==> src/rtl/avaliador_rgb_if.sv <==
// Sensor-side and verdict-side signals of the RGB evaluator.
// The sensor drives samples; the evaluator returns the registered verdict.
interface avaliador_rgb_if #(
   parameter int W = 8
);
   logic         presenca;
   logic         cor_valida;
   logic [W-1:0] cor_r;
   logic [W-1:0] cor_g;
   logic [W-1:0] cor_b;
   logic         rgb;
   logic         rgb_valido;
   logic         falha;

   modport master (
      output presenca, cor_valida, cor_r, cor_g, cor_b,
      input  rgb, rgb_valido, falha
   );

   modport slave (
      input  presenca, cor_valida, cor_r, cor_g, cor_b,
      output rgb, rgb_valido, falha
   );
endinterface

==> src/rtl/avaliador_rgb.sv <==
// Color evaluator: settle, average N samples, compare with reference,
// emit one registered verdict pulse per presence event.
module avaliador_rgb #(
   parameter int W       = 8,
   parameter int N_LOG2  = 2,
   parameter int SETTLE  = 16,
   parameter int TIMEOUT = 1024,
   parameter int REF_R   = 200,
   parameter int REF_G   = 50,
   parameter int REF_B   = 50,
   parameter int TOL     = 10
) (
   input logic              clk,
   input logic              rst,
   avaliador_rgb_if.slave   bus
);
   localparam int N  = 1 << N_LOG2;
   localparam int AW = W + N_LOG2;
   localparam int SW = $clog2(SETTLE + 1);
   localparam int TW = $clog2(TIMEOUT + 1);
   localparam int CW = N_LOG2 + 1;

   localparam logic [W-1:0] RR = W'(REF_R);
   localparam logic [W-1:0] RG = W'(REF_G);
   localparam logic [W-1:0] RB = W'(REF_B);
   localparam logic [W-1:0] TL = W'(TOL);

   typedef enum logic [2:0] {
      OCIOSO,
      ESPERA,
      AMOSTRANDO,
      DECIDE,
      CONCLUIDO
   } estado_t;

   estado_t estado_q, estado_d;
   logic [SW-1:0] set_q, set_d;
   logic [TW-1:0] tmo_q, tmo_d;
   logic [CW-1:0] smp_q, smp_d;
   logic [AW-1:0] acc_r_q, acc_r_d;
   logic [AW-1:0] acc_g_q, acc_g_d;
   logic [AW-1:0] acc_b_q, acc_b_d;
   logic dvld_q, dvld_d;
   logic dpass_q, dpass_d;
   logic dfal_q, dfal_d;
   logic vld_q, vld_d;
   logic rgb_q, rgb_d;
   logic fal_q, fal_d;

   function automatic logic perto(
      input logic [W-1:0] a,
      input logic [W-1:0] b
   );
      logic [W-1:0] d;
      d = (a >= b) ? (a - b) : (b - a);
      return d <= TL;
   endfunction

   logic [W-1:0] avg_r, avg_g, avg_b;
   logic         ok;
   logic         cheio;

   assign avg_r = acc_r_q[AW-1:N_LOG2];
   assign avg_g = acc_g_q[AW-1:N_LOG2];
   assign avg_b = acc_b_q[AW-1:N_LOG2];
   assign cheio = (smp_q == CW'(N));
   assign ok    = perto(avg_r, RR) & perto(avg_g, RG) & perto(avg_b, RB);

   always_comb begin
      estado_d = estado_q;
      set_d    = set_q;
      tmo_d    = tmo_q;
      smp_d    = smp_q;
      acc_r_d  = acc_r_q;
      acc_g_d  = acc_g_q;
      acc_b_d  = acc_b_q;
      dvld_d   = 1'b0;
      dpass_d  = dpass_q;
      dfal_d   = dfal_q;
      vld_d    = dvld_q;
      rgb_d    = rgb_q;
      fal_d    = fal_q;
      // staged verdict reaches the outputs one cycle after DECIDE
      if (dvld_q) begin
         rgb_d = dpass_q;
         fal_d = dfal_q;
      end
      unique case (estado_q)
         OCIOSO: begin
            if (bus.presenca) begin
               estado_d = ESPERA;
               set_d    = '0;
               rgb_d    = 1'b0;
               fal_d    = 1'b0;
            end
         end
         ESPERA: begin
            if (!bus.presenca) begin
               estado_d = OCIOSO;
            end else if (set_q == SW'(SETTLE - 1)) begin
               estado_d = AMOSTRANDO;
               tmo_d    = '0;
               smp_d    = '0;
               acc_r_d  = '0;
               acc_g_d  = '0;
               acc_b_d  = '0;
            end else begin
               set_d = set_q + 1'b1;
            end
         end
         AMOSTRANDO: begin
            if (!bus.presenca) begin
               estado_d = OCIOSO;
            end else begin
               tmo_d = tmo_q + 1'b1;
               if (bus.cor_valida) begin
                  acc_r_d = acc_r_q + AW'(bus.cor_r);
                  acc_g_d = acc_g_q + AW'(bus.cor_g);
                  acc_b_d = acc_b_q + AW'(bus.cor_b);
                  smp_d   = smp_q + 1'b1;
               end
               if ((bus.cor_valida && smp_q == CW'(N - 1)) ||
                   tmo_q == TW'(TIMEOUT - 1)) begin
                  estado_d = DECIDE;
               end
            end
         end
         DECIDE: begin
            // fewer than N samples here means the timeout fired
            dvld_d   = 1'b1;
            dpass_d  = ok & cheio;
            dfal_d   = ~cheio;
            estado_d = CONCLUIDO;
         end
         CONCLUIDO: begin
            if (!bus.presenca) estado_d = OCIOSO;
         end
         default: estado_d = OCIOSO;
      endcase
   end

   always_ff @(posedge clk or posedge rst) begin
      if (rst) begin
         estado_q <= OCIOSO;
         set_q    <= '0;
         tmo_q    <= '0;
         smp_q    <= '0;
         acc_r_q  <= '0;
         acc_g_q  <= '0;
         acc_b_q  <= '0;
         dvld_q   <= 1'b0;
         dpass_q  <= 1'b0;
         dfal_q   <= 1'b0;
         vld_q    <= 1'b0;
         rgb_q    <= 1'b0;
         fal_q    <= 1'b0;
      end else begin
         estado_q <= estado_d;
         set_q    <= set_d;
         tmo_q    <= tmo_d;
         smp_q    <= smp_d;
         acc_r_q  <= acc_r_d;
         acc_g_q  <= acc_g_d;
         acc_b_q  <= acc_b_d;
         dvld_q   <= dvld_d;
         dpass_q  <= dpass_d;
         dfal_q   <= dfal_d;
         vld_q    <= vld_d;
         rgb_q    <= rgb_d;
         fal_q    <= fal_d;
      end
   end

   assign bus.rgb        = rgb_q;
   assign bus.rgb_valido = vld_q;
   assign bus.falha      = fal_q;
endmodule

==> src/flat_wrapper.sv <==
// flat-port wrapper written by rule: the top's interface ports become plain ports
module avaliador_rgb_flat 
#(
   parameter int W       = 8,
   parameter int N_LOG2  = 2,
   parameter int SETTLE  = 16,
   parameter int TIMEOUT = 1024,
   parameter int REF_R   = 200,
   parameter int REF_G   = 50,
   parameter int REF_B   = 50,
   parameter int TOL     = 10
)
  (clk, rst, bus_presenca, bus_cor_valida, bus_cor_r, bus_cor_g, bus_cor_b, bus_rgb, bus_rgb_valido, bus_falha);
  avaliador_rgb_if #(.W(W)) bus_i ();
  input logic clk;
  input logic rst;
  input wire logic [$bits(bus_i.presenca)-1:0] bus_presenca;
  input wire logic [$bits(bus_i.cor_valida)-1:0] bus_cor_valida;
  input wire logic [$bits(bus_i.cor_r)-1:0] bus_cor_r;
  input wire logic [$bits(bus_i.cor_g)-1:0] bus_cor_g;
  input wire logic [$bits(bus_i.cor_b)-1:0] bus_cor_b;
  output wire logic [$bits(bus_i.rgb)-1:0] bus_rgb;
  output wire logic [$bits(bus_i.rgb_valido)-1:0] bus_rgb_valido;
  output wire logic [$bits(bus_i.falha)-1:0] bus_falha;
  assign bus_i.presenca = bus_presenca;
  assign bus_i.cor_valida = bus_cor_valida;
  assign bus_i.cor_r = bus_cor_r;
  assign bus_i.cor_g = bus_cor_g;
  assign bus_i.cor_b = bus_cor_b;
  assign bus_rgb = bus_i.rgb;
  assign bus_rgb_valido = bus_i.rgb_valido;
  assign bus_falha = bus_i.falha;
  avaliador_rgb #(.W(W), .N_LOG2(N_LOG2), .SETTLE(SETTLE), .TIMEOUT(TIMEOUT), .REF_R(REF_R), .REF_G(REF_G), .REF_B(REF_B), .TOL(TOL)) u_core (.clk(clk), .rst(rst), .bus(bus_i));
endmodule
==> config.mk <==
export PLATFORM = sky130hd
export DESIGN_NAME = avaliador_rgb_flat
export DESIGN_NICKNAME = d
export VERILOG_FILES = /design/src/rtl/avaliador_rgb_if.sv /design/src/rtl/avaliador_rgb.sv /design/src/flat_wrapper.sv
export SDC_FILE = /design/constraint.sdc
export NUM_CORES = 1
export LEC_CHECK = 0
export CAP_MARGIN = 20
export CORE_ASPECT_RATIO = 1.1
export CORE_MARGIN = 2
export CORE_UTILIZATION = 30
export CTS_BUF_LIST = sky130_fd_sc_hd__clkbuf_8
export DETAILED_ROUTE_END_ITERATION = 10
export DONT_BUFFER_PORTS = 1
export HOLD_SLACK_MARGIN = 0.1
export SETUP_SLACK_MARGIN = 0.2
export SLEW_MARGIN = 10
export SYNTH_ARGS = -nofsm -noshare
export SYNTH_HDL_FRONTEND = slang
export SYNTH_SLANG_ARGS = --single-unit
==> constraint.sdc <==
create_clock -name clk -period 4.4 [get_ports clk]
set_input_delay 0.44 -clock clk [delete_from_list [all_inputs] [get_ports clk]]
set_output_delay 0.44 -clock clk [all_outputs]
set_load 0.01 [all_outputs]
## Word-level counts from Yosys, hierarchy flattened

Index checks and enable logic that the tools add are counted.

- Flip-flop bits (word level): 58
- Input bits: 28
- Output and inout port bits: 3
- Logic and storage cells: 102

- Add/subtract/negate cells: 12
- Magnitude comparators: 6
- Eq/ne operators: 17
- Muxes and demuxes: 41
- Bitwise gates (word level): 4
- Reductions and logical operators: 9

Operators with widths:

| cell | count |
|---|---|
| two-way mux 10 bit | 8 |
| one-hot mux 10 bit (2 select lines) | 3 |
| two-way mux 11 bit | 3 |
| adder 10 x 8 -> 10 bit | 3 |
| two-way mux 3 bit | 10 |
| <= comparator 8 x 4 -> 1 bit, second input constant | 3 |
| two-way mux 8 bit | 3 |
| one-hot mux 11 bit (2 select lines) | 1 |
| greater-or-equal comparator 8 x 6 -> 1 bit, second input constant | 2 |
| subtractor 6 x 8 -> 8 bit, first input constant | 2 |
| subtractor 8 x 6 -> 8 bit, second input constant | 2 |
| two-way mux 5 bit | 3 |
| one-hot mux 3 bit (5 select lines) | 1 |
| inequality test 2 bit, second input constant | 6 |
| AND reduction 4 bit | 3 |
| adder 11 x 1 -> 11 bit, second input constant | 1 |
| equality test 11 x 10 -> 1 bit, second input constant | 1 |
| one-hot mux 5 bit (2 select lines) | 1 |
| equality test 3 x 2 -> 1 bit, second input constant | 3 |
| greater-or-equal comparator 8 bit, second input constant | 1 |
| subtractor 8 bit, first input constant | 1 |
| subtractor 8 bit, second input constant | 1 |
| two-way mux 1 bit | 7 |
| equality test 3 bit, second input constant | 2 |
| 14 further kinds | 18 |

## Logic depth before layout (Yosys ltp)

Gate-level depths: netlist (run 1).

- Word-level depth: 6
- Depth in mapped cells: 10
- Depth with buffers taken out: 9

## Worst setup path after synthesis (run 1)

OpenSTA, ideal clock, no wires.

- Kind: reg-to-reg
- Start point: reg u_core.set_q[0]
- End point: reg u_core.acc_b_q[5]
- Library setup time: 0.095 ns
- Arrival: 2.174 ns
- Path slack: 2.131 ns
- Cell stages (with the launch flop): 11
- Buffers on the path: 3
- Period minus slack after synthesis: 2.269 ns
- Cells stage by stage: dfrtp_1 -> ha_1 -> and3_1 -> ha_1 -> o2bb2ai_1 -> nand2b_1 -> clkbuf_1 -> clkbuf_1 -> buf_2 -> nand2_1 -> o31ai_1

- Word-level cells in the longest chain between the ends: 3

RTL lines:

| item | RTL line | text |
|---|---|---|
| from (decl) | avaliador_rgb.sv:37 | `logic [SW-1:0] set_q, set_d;` |
| from (signal assigned) | avaliador_rgb.sv:159 | `set_q <= set_d;` |
| equality test 5 x 4 -> 1 bit | avaliador_rgb.sv:100 | `end else if (set_q == SW'(SETTLE - 1)) begin` |
| inequality test 2 x 1 -> 1 bit (no line) | - |  |
| AND reduction 5 bit (no line) | - |  |
| to (signal assigned) | avaliador_rgb.sv:150 | `acc_b_q <= '0;` |
| to (signal assigned) | avaliador_rgb.sv:164 | `acc_b_q <= acc_b_d;` |
| to (decl) | avaliador_rgb.sv:42 | `logic [AW-1:0] acc_b_q, acc_b_d;` |

Every way passes these cells.
A chain may end at the register's enable or synchronous reset.

## Worst setup path after layout (run 1)

- Start point: reg u_core.set_q[0]
- End point: reg u_core.smp_q[0]

- Word-level cells in the longest chain between the ends: 3

RTL lines:

| item | RTL line | text |
|---|---|---|
| equality test 5 x 4 -> 1 bit | avaliador_rgb.sv:100 |  |
| inequality test 2 x 1 -> 1 bit (no line) | - |  |
| AND reduction 5 bit (no line) | - |  |
| to (signal assigned) | avaliador_rgb.sv:161 | `smp_q <= smp_d;` |
| to (decl) | avaliador_rgb.sv:39 | `logic [CW-1:0] smp_q, smp_d;` |

Every way passes these cells.

==> results of run 1 <==
[registers in the layout (all words and copies together) (netlist names), 3 cells and up]
signal and flops:
u_core.tmo_q 11, u_core.smp_q 3, u_core.acc_g_q 10, u_core.estado_q 3
u_core.acc_r_q 10, u_core.acc_b_q 10, u_core.set_q 5
[kinds of logic (layout without fill, tap and decap cells)]
kind of cell | after synthesis | in the layout
compound gates | 149 | 149
simple gates | 153 | 153
buf+inv | 46 | 42
xor+xnor | 32 | 32
mux | 9 | 9
flops | 58 | 58
fa+ha+maj | 50 | 50
[cell type report]
type                       count  area [um2]  share of cell area [%]
clock buffer                  11         151                    3.19
clock inverter                 4        18.8                   0.395
inverter                      24        90.1                    1.90
multi-input combinational    393        2780                    58.5
sequential                    58        1450                    30.5
tap                          192         240                    5.05
timing repair buffer           3        22.5                   0.474
[how the worst max path moves through the flow]
stage | to | slack [ns] | depth (start not counted)
floorplan | u_core.acc_b_q[5] | 2.13 | 10
global route | u_core.smp_q[0] | 1.69 | 7
CTS | u_core.smp_q[0] | 1.89 | 7
finish | u_core.smp_q[0] | 1.91 | 7
global placement | u_core.smp_q[0] | 1.95 | 7
detailed placement | u_core.smp_q[0] | 1.90 | 7
[critical path, cell delays in order, from the launching register on]
cell and delay, ns:
dfrtp_1 0.40, ha_1 0.21, and3_1 0.17, ha_1 0.25, o2bb2ai_1 0.16, nand2b_2 0.38
nor2_2 0.58, mux2_2 0.26
[placed cells by master (no fill, tap or decap), types with 5 or more instances in the layout]
cell type	instances
o21ai_0	34
dfrtp_1	58
xnor2_1	18
mux2i_1	7
clkbuf_8	11
a22o_1	11
o31ai_1	14
inv_1	24
o21bai_1	6
nand2_1	53
nor2b_1	5
a21o_1	12
nor3_1	15
ha_1	47
a31oi_1	9
xor2_1	14
a21oi_1	28
nand3_1	9
nor2_1	32
nand2b_1	5
[metrics by stage]
step	cell area [um2]	hold slack, ns
final	4750	0.182
after global routing	4750	0.224
after CTS	4750	0.214
after detailed placement	4580	0.430
after global placement	4580	0.434
after floorplan	4470	0.413
[routing by layer]
metal,GRT usage (%),vias up
met5,0,-
met4,4.07,0
met3,3.46,8
li1,-,1789
met2,22.2,42
met1,16.6,1678
[power by group through the flow]
stage	clock network, mW	registers, mW	logic [mW]
final	0.437	0.543	0.0512
after global routing	0.475	0.544	0.0605
after CTS	0.453	0.543	0.0523
after detailed placement	0	0.553	0.0519
after global placement	0	0.553	0.0510
after floorplan	0	0.551	0.0443
==> run_results.csv, run 1 <==
group,metric,value,unit
run_status,outcome,"complete, no violations",
synth,ys_types,58,
placed_design,hpwlAfterDp,7330,um
die,core,0.0145,mm2
sta,timing.final.ws_setup,1.91,ns
synth,synth.most_common_cell,"dfrtp_1",
power,p_switching,0.247,mW
sta,clock_skew,0.00861,ns
clock_tree,clock-root-buffer,"clkbuf_8",
synth,synth_common_cells,"dfrtp_1, nand2_1, ha_1",
final_layout,finalNetCount,567,
grt,grt_pass1_vias,3590,
synth,syn-num-nets,575,
worst_setup_path,r2r_start,"u_core.set_q[0]",
synth,synth-seq-cells,58,
die,initial_core_util,30.8,%
die,fp.dieH,132,um
detailed_routing,dr.pass1.iters,5,
clock_tree,cts_sinks,58,
worst_setup_path,worstSetupPathType,"reg -> reg",
detailed_routing,viasPerCell,5.13,
detailed_routing,wl_met1,4560,um
synth,async_flop_share,100,%
worst_setup_path,arrival,2.76,ns
synth,syn_area,0.00447,mm2
grt,overflow,0,
synth,synth-compound-area-share,22.8,%
grt,track_usage,13.2,%
synth,synth_mux_area_share,2.07,%
power,max-vdd-ir-drop,0.193,mV
worst_setup_path,path_max_fanout,34,
die,fp.dieW,120,um
power,p_leak,2.14,nW
detailed_routing,drt_wl_total,9910,um
synth,yosys.area_share.simple,16.4,%
detailed_routing,met2WireLength,4900,um
final_layout,antenna_cells,0,
grt,grt_max_degree,59,
synth,synthXorXnorAreaFrac,6.26,%
detailed_routing,wire_per_inst,14.5,um
power,clockPowerShare,42.4,%
placed_design,dp.cells,670,
worst_setup_path,crit_start,"u_core.set_q[0]",
detailed_routing,first_iter_violations,158,
detailed_routing,top_layer,"met4",
clock_tree,tritoncts,"built",
synth,synth-adder-area-share,14.5,%
power,p_seq_share,52.7,%
sta,fmax,0.402,GHz
clock_tree,clkSlewWorstSetupHoldPaths,0.06,ns
clock_tree,htree_levels,3,
worst_setup_path,regToRegEndpoint,"u_core.smp_q[0]",
sta,setup_violations,0,
sta,finalSetupTns,0,ns
detailed_routing,drc,0,
power,cellPowerDensity,217,mW/mm2
job,maxCapViolCount,0,
detailed_routing,ant_nets,0,
synth,synthFlopType,"dfrtp_1",
placed_design,dp_slack,1.90,ns
power,switching_share,23.9,%
synth,synth_top_area_cell,"dfrtp_1",
synth,yosysWarnings,0,
clock_tree,clk_path_buf_depth,2,
synth,netlist.area_leader.share,32.4,%
detailed_routing,met3WireLength,349,um
final_layout,utilization,32.8,%
clock_tree,cts_resized,0,
power,power.internal,0.785,mW
final_layout,finalNonFillerCells,685,
sta,rsz0062_at_grt,"no",
sta,period_needed,2.49,ns
placed_design,portBuffers,0,
detailed_routing,vias,3517,
final_layout,fill_cells,1540,
die,ios,31,
clock_tree,numCtsBuffers,9,
final_layout,drive_gt1_share,7.10,%
clock_tree,clk_latency,0.34,ns
clock_tree,postCtsHoldBufs,0,
synth,synth.area.top_cells,"dfrtp_1, ha_1, nand2_1",
clock_tree,cts_setup_buffers,0,
placed_design,place.gp.congestion,0.840,
sta,finalCritPeriodShare,56.5,%
die,row_count,46,
grt,antenna_found_initial,0,
sta,slew_headroom,49.8,%
worst_setup_path,cp_data_required_time,4.67,ns
power,finalPower,1.03,mW
worst_setup_path,worstSetupEndpointType,"register",
synth,avgSynthCellArea,9.00,um2
worst_setup_path,reg2reg_slack,1.91,ns
die,die_area,0.0159,mm2
sta,finalHoldViolations,0,
worst_setup_path,r2r_cells,7,
power,p_comb_share,5.0,%
synth,ys_seq_area_share,32.4,%
grt,grt_first_pass_wirelength,17300,um
hold_path,hold_class,"in -> async",
worst_setup_path,start_kind,"register",
synth,synth_edf_count,0,
sta,maxSlewViolCount,0,
synth,synth_top_family_by_area,"compound AO/OA/AOI/OAI gates",
sta,worstMarginPinSlew,0.753,ns
final_layout,area_growth_syn_to_layout,6.24,%
synth,synth_cells,497,
Note: power is estimated with default switching activity, not from simulation.
==> run 2: changes to the inputs <==
- clock period: 4.4 -> 2.5 ns (I/O delays scaled with it)
==> run_results.csv, run 2 (synthesized netlist as in run 1, its figures left out) <==
group,metric,value,unit
run_status,outcome,"complete, no violations",
die,fp.dieW,120,um
detailed_routing,dr.pass1.iters,4,
detailed_routing,ant_nets,0,
sta,period_needed,2.23,ns
sta,slew_headroom,64.3,%
worst_setup_path,crit_family,"compound AO/OA/AOI/OAI gates",
final_layout,drive_gt1_share,12.8,%
detailed_routing,drc,0,
final_layout,top_register,"u_core.tmo_q",
die,core,0.0145,mm2
placed_design,hpwlAfterDp,8040,um
sta,worstMarginPinSlew,0.532,ns
grt,antenna_found_initial,0,
sta,maxSlewViolCount,0,
job,maxCapViolCount,0,
final_layout,largest_reg_flops,11,
grt,track_usage,13.7,%
clock_tree,clkSlewWorstSetupHoldPaths,0.07,ns
placed_design,place.gp.congestion,0.830,
grt,grt_pass1_vias,3656,
power,max-vdd-ir-drop,0.260,mV
final_layout,final_cell_mix,"dfrtp_1, nand2_1, ha_1",
sta,fmax,0.449,GHz
die,ios,31,
power,p_leak,2.25,nW
worst_setup_path,max_stage_delay,0.38,ns
detailed_routing,vias,3727,
clock_tree,tritoncts,"built",
final_layout,register_area,0.00145,mm2
detailed_routing,drt_wl_total,10900,um
detailed_routing,first_iter_violations,148,
worst_setup_path,arrival,2.50,ns
sta,rsz0062_at_grt,"yes",
sta,finalHoldViolations,0,
worst_setup_path,path_cells,"ha_1 > fa_2 > a21o_1 > a21oi_2 > o21bai_1 > a211o_1 > a31oi_2 > o21ai_0 > a21oi_1",
clock_tree,clk_latency,0.35,ns
worst_setup_path,start_kind,"register",
power,cellPowerDensity,390,mW/mm2
hold_path,hold_class,"in -> reg",
die,initial_core_util,30.8,%
die,row_count,46,
die,fp.dieH,132,um
clock_tree,htree_levels,3,
sta,finalSetupTns,0,ns
worst_setup_path,critical-path-slowest-cell,"dfrtp_1",
die,die_area,0.0159,mm2
worst_setup_path,path_max_fanout,2,
sta,clock_skew,0.00730,ns
final_layout,utilization,34.5,%
final_layout,final_common_cell,"dfrtp_1",
clock_tree,numCtsBuffers,9,
grt,grt_max_degree,27,
worst_setup_path,worstSetupPathType,"reg -> reg",
grt,overflow,0,
worst_setup_path,worstSetupEndpointType,"register",
grt,grt_first_pass_wirelength,17600,um
worst_setup_path,crit_buf_inv,0,
final_layout,finalNetCount,588,
clock_tree,clk_path_buf_depth,2,
final_layout,multi_input_area,0.00285,mm2
sta,setup_violations,0,
detailed_routing,viasPerCell,5.27,
final_layout,area_growth_syn_to_layout,11.9,%
worst_setup_path,cp_data_required_time,2.77,ns
clock_tree,cts_sinks,58,
final_layout,antenna_cells,0,
final_layout,fill_cells,1470,
placed_design,portBuffers,0,
detailed_routing,wire_per_inst,15.3,um
sta,finalCritPeriodShare,89.0,%
clock_tree,clock-root-buffer,"clkbuf_8",
## run 2: cell count changes in the layout (fill, tap and decap cells not counted), moves of 2 or more
cell | before | now
clkinvlp_4 | 0 | 3
buf_4 | 3 | 20
clkinv_2 | 3 | 1
nor2_4 | 0 | 2
fa_2 | 0 | 2
a21oi_1 | 28 | 25
nor2_2 | 2 | 0
a21oi_2 | 0 | 3
fa_1 | 3 | 1
dlygate4sd3_1 | 0 | 2
## run 2: repair_timing
item,4_1_cts,5_1_grt
resized for setup,1,13
buffers inserted,0,3
hold endpoints to repair,17,0
hold buffers,2,0
cloned,0,2
pin swaps,0,5
endpoints found under the setup margin,1,31
## run 2: through the flow
step / instance area, um2 / instances / total power, mW / setup WS, ns / hold slack (ns)
6_report: 5010 / 707 / 1.95 / 0.274 / 0.215
5_1_grt: 5010 / 707 / 2.03 / 0.0951 / 0.226
4_1_cts: 4920 / 702 / 1.98 / 0.211 / 0.198
3_5_place_dp: 4690 / 684 / 1.07 / 0.172 / 0.134
3_3_place_gp: 4690 / 684 / 1.07 / 0.238 / 0.147
2_1_floorplan: 4470 / 497 / 1.05 / 0.231 / 0.384
## run 2: power breakdown
group          internal (mW)  switching, mW  leakage (nW)
Clock                  0.487          0.412        0.0945
Combinational         0.0403         0.0586          1.37
Sequential             0.946        0.00966         0.794
Total                   1.47          0.481          2.25
## run 2: final timing paths
| kind | startpoint | to | slack [ns] | cells past startpoint |
|---|---|---|---|---|
| max | u_core.acc_r_q[0] | u_core.acc_r_q[8] | 0.27 | 9 |
| min | bus_cor_valida | u_core.estado_q[0] | 0.22 | 4 |
| max reg2reg | u_core.acc_r_q[0] | u_core.acc_r_q[8] | 0.27 | 9 |
| min reg2reg | u_core.dvld_q | u_core.bus.rgb_valido | 0.45 | 0 |
| max in group asynchronous | rst | u_core.smp_q[0] | 1.47 | 3 |
| min in group asynchronous | rst | u_core.acc_r_q[3] | 0.34 | 2 |
## run 2: cell type report
class | count | area share, %
Tap cell | 192 | 4.80
Sequential cell | 58 | 29.0
Multi-Input combinational cell | 395 | 56.9
Inverter | 24 | 1.80
Timing Repair Buffer | 22 | 3.40
Clock buffer | 10 | 2.75
Clock inverter | 6 | 1.32
## run 2: per-layer routing
layer | up-vias | global-route usage (%) | routed length (um)
met3 | 18 | 3.11 | 438
met5 | - | 0 | 0
met1 | 1796 | 15.8 | 4530
li1 | 1846 | - | -
met2 | 67 | 24.4 | 5650
met4 | 0 | 5.56 | 233
## run 2: worst register-to-register path, delay by kind of cell, from the launching register on
family / cells / cell delay, ns
AOI/OAI and AO/OA: 7 / 1.21
adders and majority gates: 2 / 0.57
DFF: 1 / 0.38
